File: src/rtl/rom_responder.sv
// Far-end responder of the remote ROM link: pops a byte-serial read address from the
// command FIFO, performs one word read on the local memory port, and streams the word back.
module rom_responder #(
   parameter int BYTES   = 8,   // at least 2
   parameter int TIMEOUT = 255  // 0 disables the read timeout
) (
   input  logic                 clk,
   input  logic                 rst,
   input  logic                 empty,
   output logic                 rd_en,
   input  logic [7:0]           dout,
   input  logic                 full,
   output logic                 wr_en,
   output logic [7:0]           din,
   output logic                 mem_req,
   output logic [8*BYTES-1:0]   mem_addr,
   input  logic                 mem_ack,
   input  logic [8*BYTES-1:0]   mem_rdata,
   output logic                 busy,
   output logic [7:0]           err_cnt
);
   localparam int W  = 8*BYTES;
   localparam int CW = (BYTES > 1) ? $clog2(BYTES) : 1;
   localparam int TW = (TIMEOUT > 0) ? $clog2(TIMEOUT+1) : 1;
   localparam logic [CW-1:0] CNT_LAST = CW'(BYTES-1);
   localparam logic [TW-1:0] TMR_LAST = TW'((TIMEOUT > 0) ? TIMEOUT-1 : 0);

   typedef enum logic [1:0] {CMD_RD, CMD_CAP, MEM, RSP} state_t;

   state_t        r_state;
   state_t        w_next;
   logic [W-1:0]  r_addr;
   logic [W-1:0]  r_data;
   logic [CW-1:0] r_cnt;
   logic [TW-1:0] r_timer;
   logic [7:0]    r_err_cnt;
   logic          w_cnt_last;
   logic          w_timeout;

   assign w_cnt_last = (r_cnt == CNT_LAST);
   assign w_timeout  = (TIMEOUT != 0) && (r_timer == TMR_LAST) && !mem_ack;

   always_ff @(posedge clk or posedge rst) begin
      if (rst) r_state <= CMD_RD;
      else     r_state <= w_next;
   end

   // rd_en is gated by rst so the pop strobe is quiet while reset is held, even with data waiting
   always_comb begin
      w_next  = r_state;
      rd_en   = 1'b0;
      wr_en   = 1'b0;
      mem_req = 1'b0;
      case (r_state)
         CMD_RD: begin
            rd_en = !empty && !rst;
            if (!empty) w_next = CMD_CAP;
         end
         CMD_CAP: w_next = w_cnt_last ? MEM : CMD_RD;
         MEM: begin
            mem_req = 1'b1;
            if (mem_ack || w_timeout) w_next = RSP;
         end
         RSP: begin
            wr_en = !full;
            if (!full && w_cnt_last) w_next = CMD_RD;
         end
         default: w_next = CMD_RD;
      endcase
   end

   always_ff @(posedge clk or posedge rst) begin
      if (rst) begin
         r_addr    <= '0;
         r_data    <= '0;
         r_cnt     <= '0;
         r_timer   <= '0;
         r_err_cnt <= '0;
      end else begin
         case (r_state)
            CMD_CAP: begin
               r_addr <= {dout, r_addr[W-1:8]};
               r_cnt  <= w_cnt_last ? '0 : r_cnt + CW'(1);
            end
            MEM: begin
               if (mem_ack) begin
                  r_data  <= mem_rdata;
                  r_timer <= '0;
               end else if (w_timeout) begin
                  r_data  <= '1;
                  r_timer <= '0;
                  if (r_err_cnt != 8'hFF) r_err_cnt <= r_err_cnt + 8'd1;
               end else begin
                  r_timer <= r_timer + TW'(1);
               end
            end
            RSP: begin
               if (!full) begin
                  r_data <= {8'h00, r_data[W-1:8]};
                  r_cnt  <= w_cnt_last ? '0 : r_cnt + CW'(1);
               end
            end
            default: ;
         endcase
      end
   end

   assign din      = r_data[7:0];
   assign mem_addr = r_addr;
   assign busy     = (r_state != CMD_RD) || (r_cnt != '0);
   assign err_cnt  = r_err_cnt;
endmodule
File: config.mk
export PLATFORM = sky130hd
export DESIGN_NAME = rom_responder
export DESIGN_NICKNAME = d
export VERILOG_FILES = /design/src/rtl/rom_responder.sv
export SDC_FILE = /design/constraint.sdc
export NUM_CORES = 1
export LEC_CHECK = 0
export BUFFER_PORTS_ARGS = -buffer_cell sky130_fd_sc_hd__buf_4
export CAP_MARGIN = 20
export CORE_AREA = 2 2 129 131
export DETAILED_ROUTE_END_ITERATION = 10
export DIE_AREA = 0 0 131 133
export GPL_TIMING_DRIVEN = 0
export PLACE_DENSITY = 0.74
export SYNTH_ARGS = -nofsm -noshare
export SYNTH_HDL_FRONTEND = slang
export SYNTH_SLANG_ARGS = --single-unit
export TNS_END_PERCENT = 20
File: constraint.sdc
create_clock -name clk -period 11.3 [get_ports clk]
set_input_delay 1.695 -clock clk [delete_from_list [all_inputs] [get_ports clk]]
set_output_delay 1.695 -clock clk [all_outputs]
set_load 0.1 [all_outputs]
==> results.md <==
Outcome:
- The flow ran to the end, and the final reports show no timing, DRC or antenna violations.

Clocking:
- The clock slew at the register clock pins of the worst setup and hold paths is 60 ps.
- The clock drives 149 sinks.
- The H-tree generated during clock tree synthesis spans 4 levels.
- TritonCTS created 17 clock buffers.
- The root cell of the clock tree is sky130_fd_sc_hd__clkbuf_16.
- The TritonCTS clock tree is built.
- The buffers inserted during post-CTS setup optimization is 0.
- The number of instances resized during post-cts repair is 0.
- The number of hold-repair buffers added at the cts stage is 0.
- In this run the deepest clock path goes through 2 buffers.
- The clock insertion delay at the later pin of the skew report is 410 ps.

Routing:
- The via count of the routed design is 5,105.
- For this block, the routed nets add up to 16,200 um of wire.
- The iteration-0 DRC count of the detailed router is 239.
- The detailed-route DRC error count is 0.
- In the routed layout, each cell is associated on average with a via count of 5.03.
- After detailed routing, the average wire length per cell comes to 16.0 um.
- The first-pass detailed-route iteration total is 7.
- The number of nets still failing antenna checks after routing is 0.

Worst setup path:
- The required time of the worst setup path is 9610 ps.
- The worst setup path is launched from a flip-flop.
- Of all nets on the critical path, the largest fanout is 10.
- In this run the register-to-register setup slack is 9040 ps.
- STA classifies the critical path endpoint as an output port.
- The data arrival at the endpoint of the critical path is 2460 ps.
- The setup path with the least slack is of type reg2out.

Synthesis:
- After synthesis the netlist holds a flip-flop and latch count of 149.
- The number of unique standard cell types used by synthesis is 43.
- The synthesized design devotes to its leading area cell type 54.0% of total area.
- The number of nets in the synthesized netlist is 686.
- The fraction of registers with async set/reset is 100%.
- Among all flip-flop cells after synthesis, the most frequent one is sky130_fd_sc_hd__dfrtp_1.
- By area the synthesized netlist is led by sky130_fd_sc_hd__dfrtp_1 54%, sky130_fd_sc_hd__mux2_2 11%, sky130_fd_sc_hd__mux2_1 10%.
- The leading area contributor after synthesis is sky130_fd_sc_hd__dfrtp_1.
- The number of cells produced by synthesis is 603.
- The portion of the post-synthesis area used by sequential elements is 54.0%.
- The mapped netlist covers 6910 sq um.
- During synthesis, Yosys emitted a total of 0 warnings.
- Each instance of the synthesized netlist takes up on average 11.5 sq um.
- The number of enable-type register cells in the synthesized netlist is 0.

STA:
- The final-report max-slew violation count is 0.
- The number of hold violations in the final report is 0.
- In the finished design, the share of the clock period the worst path needs comes to 36.8%.
- The achievable clock frequency is 241 MHz.
- The final sum of negative setup slack is 0 ps.
- At the pin with the least slew margin, the transition time is 797 ps.
- The number of failing setup endpoints in the final timing report is 0.
- In this run the tightest slew margin relative to its limit is 46.8%.
- The worst clock skew on the final layout is 8.42 ps.
- The clock period minus worst slack is 4150 ps.
- Setup repair after global routing left no endpoint under its margin.

Global route:
- The total overflow left after global routing is 0.
- The number of global-route vias before repair is 5,214.
- Global routing used 19.0% of the available tracks.
- The initial antenna violation count is 0.
- The wire length of the first global-routing pass is 25,700 um.
- Entering global routing, the biggest net connects 86 pins.

Finish:
- At the end of the flow, the number of nets in the layout was 865.
- The antenna diode count is 0.
- The area growth from synthesis to layout is 30.7%.
- The fraction of layout instances using a drive strength above 1 is 36.0%.

Hold path:
- The path class of the tightest hold or removal check is reg2reg.

Placement:
- The congestion estimate from routability-driven global placement came to 0.783.
- Input and output buffers added on the ports amount to 159.
- Once detailed placement completed, the half-perimeter wirelength came to 11,500 um.

Floorplanning:
- In this run the count of I/O pins placed on the die edge is 161.
- The count of standard-cell rows is 47.
- The initial utilization of the core area, before any placement, comes to 42.7%.
- The floorplan step defined a die boundary enclosing 17,400 sq um.
- From bottom edge to top edge, the die measures 133 um.
- The overall die width is 131 um.
- After floorplanning, the core was sized to cover 16,200 sq um.

Run:
- Max-cap violations in this run came to 0.
## critical path: stages (launching register included)
cell	delay, ps
sky130_fd_sc_hd__dfrtp_1	400
sky130_fd_sc_hd__clkbuf_1	420
sky130_fd_sc_hd__nand2_1	250
sky130_fd_sc_hd__buf_2	250
sky130_fd_sc_hd__clkbuf_1	240
sky130_fd_sc_hd__nor2_1	170
sky130_fd_sc_hd__buf_4	310
## sequential cells by signal, summed over array words and instances (netlist names), named ones only
| register | count |
|---|---|
| mem_addr | 64 |
| r_state | 1 |
| err_cnt | 8 |
| r_data | 64 |
| r_timer | 8 |
| r_cnt | 3 |
## placed cells by master, fill, tap and decap left out, types with 7 or more instances in the layout
| cell | netlist | layout |
|---|---|---|
| sky130_fd_sc_hd__mux2_1 | 63 | 63 |
| sky130_fd_sc_hd__a31oi_1 | 60 | 60 |
| sky130_fd_sc_hd__nand3_1 | 7 | 7 |
| sky130_fd_sc_hd__buf_2 | 9 | 9 |
| sky130_fd_sc_hd__clkbuf_1 | 28 | 30 |
| sky130_fd_sc_hd__nor2_1 | 60 | 60 |
| sky130_fd_sc_hd__a21oi_1 | 13 | 13 |
| sky130_fd_sc_hd__mux2_2 | 70 | 70 |
| sky130_fd_sc_hd__dfrtp_1 | 149 | 149 |
| sky130_fd_sc_hd__nand2_1 | 7 | 7 |
| sky130_fd_sc_hd__clkbuf_16 | 0 | 17 |
| sky130_fd_sc_hd__buf_4 | 8 | 167 |
| sky130_fd_sc_hd__inv_1 | 73 | 72 |
## Yosys cell counts (all sizes together) (2+ instances only)
cell and number:
ha 6, nor2 61, inv 73, nand3 7, mux2 133, a22o 2, nand2b 3, nor3 3
nand3b 3, xor2 4, nor4 2, a31oi 60, dfrtp 149, clkbuf 28, o21ai 5, buf 21
nand4 4, a21oi 13, and2 2, nand2 7, nor2b 3
## cells by family after synthesis
family / Yosys count / synth area share (%)
DFF: 149 / 54.0
muxes: 134 / 21.8
buffers and inverters: 122 / 7.44
and+or+nand+nor: 100 / 6.99
AOI/OAI and AO/OA: 87 / 8.04
adders and majority gates: 6 / 1.09
xor gates and xnor gates: 5 / 0.634
## layer usage
metal	vias to the layer above	share of wire, %	GRT usage, %
met5	-	0	0
li1	2417	-	-
met3	19	9.0	7.36
met4	0	1.4	6.15
met2	171	47	29.8
met1	2498	43	24.0
## final cells by class
class,count,area (sq um)
plain buffers,49,240
fillers,1396,7140
clock inverters,7,119
repair buffers,160,1220
multi-input cells,332,2670
flip-flops and latches,149,3730
clock buffers,24,502
inverters,73,279
well taps,220,275
## final timing paths
path,start,end,depth (start not counted)
max,flip-flop,wr_en,6
max in group asynchronous,rst,mem_addr[11],3
min,r_data[5],r_data[5],1
min in group asynchronous,rst,r_cnt[2],2
min reg2reg,r_data[5],r_data[5],1
max reg2reg,flip-flop,r_data[0],7
## stage by stage
| stage | cells | setup WS (ps) | util (%) | hold WS, ps | area [sq um] |
|---|---|---|---|---|---|
| final | 1014 | 7150 | 55.8 | 488 | 9030 |
| after CTS | 1014 | 7120 | 55.8 | 495 | 9030 |
| after global routing | 1014 | 6960 | 55.8 | 508 | 9030 |
| after floorplan | 603 | 5040 | - | 465 | 6910 |
| after detailed placement | 983 | 7230 | 52.0 | 482 | 8410 |
| after global placement | 982 | 3720 | 51.8 | 476 | 8380 |
Power is left out: the tool's default activity adds up to more than one toggle a clock period on the data nets, which glitch-free logic cannot reach.
